File: config.mk
export PLATFORM = sky130hd
export DESIGN_NAME = irq_requester
export DESIGN_NICKNAME = d
export VERILOG_FILES = /design/src/rtl/irq_requester.sv
export SDC_FILE = /design/constraint.sdc
export NUM_CORES = 1
export LEC_CHECK = 0
export ABC_AREA = 1
export CORE_MARGIN = 5
export CORE_UTILIZATION = 43
export CTS_CLUSTER_SIZE = 10
export DETAILED_ROUTE_END_ITERATION = 7
export MAX_ROUTING_LAYER = met4
export PLACE_DENSITY = 0.74
export SYNTH_ARGS = -nofsm -noshare
export SYNTH_HDL_FRONTEND = slang
export SYNTH_SLANG_ARGS = --single-unit
File: constraint.sdc
create_clock -name clk -period 1.3 [get_ports clk]
set_input_delay 0.39 -clock clk [delete_from_list [all_inputs] [get_ports clk]]
set_output_delay 0.39 -clock clk [all_outputs]
set_load 0.02 [all_outputs]
File: src/rtl/irq_requester.sv
// irq_requester: external interrupt source for the single-cycle LEGv8 core.
// Edge-detects NSRC peripheral lines, latches them as pending, and picks a
// source by fixed priority (index 0 highest). It raises ExtIRQ toward the
// controller, holds the request until ExtIAck, then waits for ERet before
// starting the next request.
module irq_requester #(
    parameter int NSRC = 4,
    parameter int IDW  = 2,
    parameter int CNTW = 8
) (
    input  logic            clk,
    input  logic            reset,
    input  logic [NSRC-1:0] irq_src,
    input  logic [NSRC-1:0] irq_mask,
    input  logic            ExtIAck,
    input  logic            ERet,
    output logic            ExtIRQ,
    output logic [IDW-1:0]  irq_id,
    output logic [NSRC-1:0] irq_pending,
    output logic            busy,
    output logic [CNTW-1:0] lost_cnt
);

    typedef enum logic [1:0] {
        IDLE    = 2'd0,
        REQ     = 2'd1,
        SERVICE = 2'd2
    } state_t;

    state_t          state_q;
    logic [NSRC-1:0] src_q;
    logic [NSRC-1:0] pend_q, pend_d;
    logic [CNTW-1:0] lost_q, lost_d;
    logic            ext_irq_q;
    logic [IDW-1:0]  irq_id_q;
    logic            busy_q;

    logic [NSRC-1:0] edge_det;
    logic [NSRC-1:0] clr;
    logic [NSRC-1:0] lost_hit;
    logic            ack_fire;
    logic            any_req;
    logic [IDW-1:0]  sel_id;

    assign edge_det = irq_src & ~src_q;
    assign ack_fire = (state_q == REQ) && ExtIAck;

    // Pending update and lost-event count. A new edge wins over the ack
    // clear, so an event that arrives while its own ack is taken is not lost.
    always_comb begin
        clr = '0;
        for (int i = 0; i < NSRC; i++) begin
            clr[i] = ack_fire && (irq_id_q == IDW'(i));
        end
        pend_d   = (pend_q & ~clr) | edge_det;
        lost_hit = edge_det & pend_q & ~clr;
        lost_d   = lost_q;
        if ((|lost_hit) && (lost_q != {CNTW{1'b1}})) begin
            lost_d = lost_q + 1'b1;
        end
    end

    // Fixed-priority pick among enabled pending sources, lowest index first.
    always_comb begin
        any_req = |(pend_q & irq_mask);
        sel_id  = '0;
        for (int i = NSRC - 1; i >= 0; i--) begin
            if (pend_q[i] && irq_mask[i]) begin
                sel_id = IDW'(i);
            end
        end
    end

    // Edge-detect history, pending register and lost counter.
    always_ff @(posedge clk or posedge reset) begin
        if (reset) begin
            src_q  <= '0;
            pend_q <= '0;
            lost_q <= '0;
        end else begin
            src_q  <= irq_src;
            pend_q <= pend_d;
            lost_q <= lost_d;
        end
    end

    // Request FSM with registered ExtIRQ, irq_id and busy.
    always_ff @(posedge clk or posedge reset) begin
        if (reset) begin
            state_q   <= IDLE;
            ext_irq_q <= 1'b0;
            irq_id_q  <= '0;
            busy_q    <= 1'b0;
        end else begin
            case (state_q)
                IDLE: begin
                    if (any_req) begin
                        state_q   <= REQ;
                        irq_id_q  <= sel_id;
                        ext_irq_q <= 1'b1;
                        busy_q    <= 1'b1;
                    end
                end
                REQ: begin
                    if (ExtIAck) begin
                        state_q   <= SERVICE;
                        ext_irq_q <= 1'b0;
                    end
                end
                SERVICE: begin
                    if (ERet) begin
                        state_q <= IDLE;
                        busy_q  <= 1'b0;
                    end
                end
                default: begin
                    state_q   <= IDLE;
                    ext_irq_q <= 1'b0;
                    busy_q    <= 1'b0;
                end
            endcase
        end
    end

    assign ExtIRQ      = ext_irq_q;
    assign irq_id      = irq_id_q;
    assign irq_pending = pend_q;
    assign busy        = busy_q;
    assign lost_cnt    = lost_q;

endmodule

==> impl_metrics.env, run 1 <==
export IMPL_status="complete, but fails checks"
export IMPL_violations="negative setup slack"
export IMPL_grt_total_usage_pct=17.4
export IMPL_wl_microns=2820
export IMPL_hp_class="in2async"
export IMPL_drv_slew=0
export IMPL_clk_pin_slew_ps=120
export IMPL_worstMarginPinSlew_ps=237
export IMPL_io_buffers=27
export IMPL_placed_cells=231
export IMPL_synth_distinct_cells=20
export IMPL_leakage_nw=0.973
export IMPL_max_freq_mhz=692
export IMPL_fin_crit_ps=1440
export IMPL_ir_drop_mv=1.42
export IMPL_layout_nets=224
export IMPL_yosysTopAreaCell="dfrtp_1"
export IMPL_place_ws_ps=-493
export IMPL_hold_slack_ps=377
export IMPL_async_flop_share_pct=100
export IMPL_start_kind="flip-flop"
export IMPL_hpwlAfterDp_microns=2060
export IMPL_synth_edf_count=0
export IMPL_initial_utilization_pct=45.1
export IMPL_max_stage_delay_ps=440
export IMPL_setup_tns_ps=-763
export IMPL_cp_required_ps=910
export IMPL_h_tree_depth=1
export IMPL_cts_tree="done"
export IMPL_arrival_ps=1050
export IMPL_drtIter0Drc=23
export IMPL_post_drt_wl_per_cell_microns=11.7
export IMPL_clock_skew_ps=2.41
export IMPL_die_x_microns=61.2
export IMPL_path_cells="buf_4 -> buf_4"
export IMPL_r2r_end="lost_cnt[5]"
export IMPL_drc=0
export IMPL_fill_cells=191
export IMPL_dpl_cell_area_sq_um=1670
export IMPL_cp_max_fo=4
export IMPL_period_share_pct=111
export IMPL_overflow=0
export IMPL_reg2regPathDepth=7
export IMPL_cap_violations=0
export IMPL_ant_nets=0
export IMPL_placement_rows=18
export IMPL_grt_max_degree=23
export IMPL_r2r_start="state_q[1]"
export IMPL_die_y_microns=61.2
export IMPL_timing_reg2reg_setup_slack_ps=-80
export IMPL_netlist_instances=146
export IMPL_crit_buf_inv=2
export IMPL_grt_pass1_vias=1119
export IMPL_synth_flop_cell="dfrtp_1"
export IMPL_rsz0062_at_grt="yes"
export IMPL_grt_antenna_before_repair=0
export IMPL_clock_latency_ps=320
export IMPL_areaGrowthSynthToFinish_pct=60.7
export IMPL_coreArea_sq_um=2500
export IMPL_cts_buffers=3
export IMPL_synth_top_area_share_pct=48.8
export IMPL_ys_seq_elements=22
export IMPL_powerDensity_nw_per_um2=2170
export IMPL_num_vias=1160
export IMPL_synth_area_sq_um=1130
export IMPL_power_mw=3.94
export IMPL_syn_num_nets=159
export IMPL_synth_most_common_cell="nand2_1"
export IMPL_syn_area_per_cell_sq_um=7.72
export IMPL_grt_pass1_wl_microns=4720
export IMPL_synthTopCellsByCount="57 x nand2_1, 22 x dfrtp_1, 18 x inv_1, 13 x nand3_1, 9 x nor2_1"
export IMPL_cts_hold_buf=0
export IMPL_finalSetupViolCount=12
export IMPL_cts_num_sinks=22
export IMPL_synth_warnings=0
export IMPL_crit_top_cell="buf_4"
export IMPL_layout_cells_non_filler=240
export IMPL_cp_top_family="flip-flops"
export IMPL_seq_area_sq_um=558
export IMPL_layout_setup_ws_ps=-144
export IMPL_drive_gt1_share_pct=38.1
export IMPL_multi_input_area_sq_um=549
export IMPL_cts_root_buf="clkbuf_4"
export IMPL_fin_util_pct=72.5
export IMPL_antenna_cells=0
export IMPL_fp_dieArea_sq_um=3750
export IMPL_ys_top_cells_by_area="dfrtp_1 49%, nand2_1 19%, inv_1 6.0%"
export IMPL_cts_path_max_buffers=2
export IMPL_via_per_inst=4.83
export IMPL_ys_seq_area_share_pct=48.8
export IMPL_drt_pass1_iterations=4
export IMPL_criticalPathCategory="reg2out"
export IMPL_hold_viol_final=0
export IMPL_place_congestion=0.843
export IMPL_critPathSlowestCell="dfrtp_1"
export IMPL_crit_path_end_kind="primary output"
export IMPL_ioPinCount=28
export IMPL_slew_headroom_pct=84.1
export IMPL_finish_instance_area_sq_um=1810
[layer usage]
metal,share of wire (%),wire length (microns),vias to the layer above,global-route usage (%)
li1,-,-,582,-
met1,41,1160,532,20.6
met2,51,1430,39,28.2
met3,6.5,182,7,4.40
met4,1.7,49,0,6.81
met5,0,0,-,-
[cells by family after synthesis]
family / after synthesis / synth area share, %
AOI/OAI and AO/OA: 9 / 5.22
adders and majority gates: 1 / 1.11
and+or+nand+nor: 86 / 32.2
xor gates and xnor gates: 6 / 4.66
DFF: 22 / 48.8
buffers and inverters: 22 / 7.99
[registers in the layout (all words and copies together) (netlist names)]
signal / flops
lost_cnt: 8
irq_pending: 4
src_q: 4
irq_id: 2
state_q: 2
ExtIRQ: 1
busy: 1
[worst reg2reg max path: cells and delay by family, from the launching register on]
family,cells,cell delay (ps)
simple gates,4,370
flops,1,460
compound gates,2,380
buf+inv,1,130
[where the power goes]
group	internal (mW)	switching [mW]
Sequential	0.942	0.224
Clock	0.171	0.215
Combinational	1.21	1.18
[cells in the final DEF (no fill, tap or decap)]
cell and instances:
o21ai_4 1, inv_1 17, inv_2 4, o21ai_2 2
nor2_2 1, buf_2 2, clkbuf_4 3, buf_6 16
clkdlybuf4s50_1 10, nand3b_1 2, nand2_1 52, nand2_2 6
buf_12 1, xor2_1 2, nand3_2 1, dfrtp_1 16
o21ai_0 5, nor2_4 2, o211ai_1 1, buf_4 31
or2_4 1, nand3_1 12, dlygate4sd2_1 1, nor2_1 7
nand3_4 1, nand4_1 1, clkbuf_8 1, dfrtp_2 6
ha_4 1, xnor2_1 4
[worst max-delay path by stage]
stage                  endpoint  depth (start not counted)        start  slack [ps]
finish                irq_id[0]                          2    irq_id[0]        -140
global route          irq_id[0]                          2    irq_id[0]        -190
CTS                 lost_cnt[1]                          8    irq_id[0]         -80
detailed placement  lost_cnt[1]                          7      ExtIAck        -490
global placement    lost_cnt[0]                          7      ExtIAck        -430
floorplan           lost_cnt[0]                          7  lost_cnt[0]         -60
[layout make-up]
| class | count | area share (%) |
|---|---|---|
| timing repair buffer | 61 | 30.5 |
| inverter | 21 | 4.35 |
| clock buffer | 4 | 2.00 |
| sequential | 22 | 30.8 |
| multi-input combinational | 102 | 30.3 |
| tap | 30 | 2.07 |
[repair_timing]
| item | 4_1_cts | 5_1_grt |
|---|---|---|
| resized for setup | 84 | 28 |
| setup endpoints to repair | 24 | 23 |
| buffers inserted | 1 | 4 |
| pin swaps | 6 | 12 |
Note: power is estimated with default switching activity, not from simulation.
==> inputs of run 2 (changes only) <==
--- a/config.mk
+++ b/config.mk
@@ -6,6 +6,7 @@
 export NUM_CORES = 1
 export LEC_CHECK = 0
 export ABC_AREA = 1
+export CAP_MARGIN = 5
 export CORE_MARGIN = 5
 export CORE_UTILIZATION = 43
 export CTS_CLUSTER_SIZE = 10
==> results of run 2 <==
Final layout, timing and power as in run 1 (identical DEF).
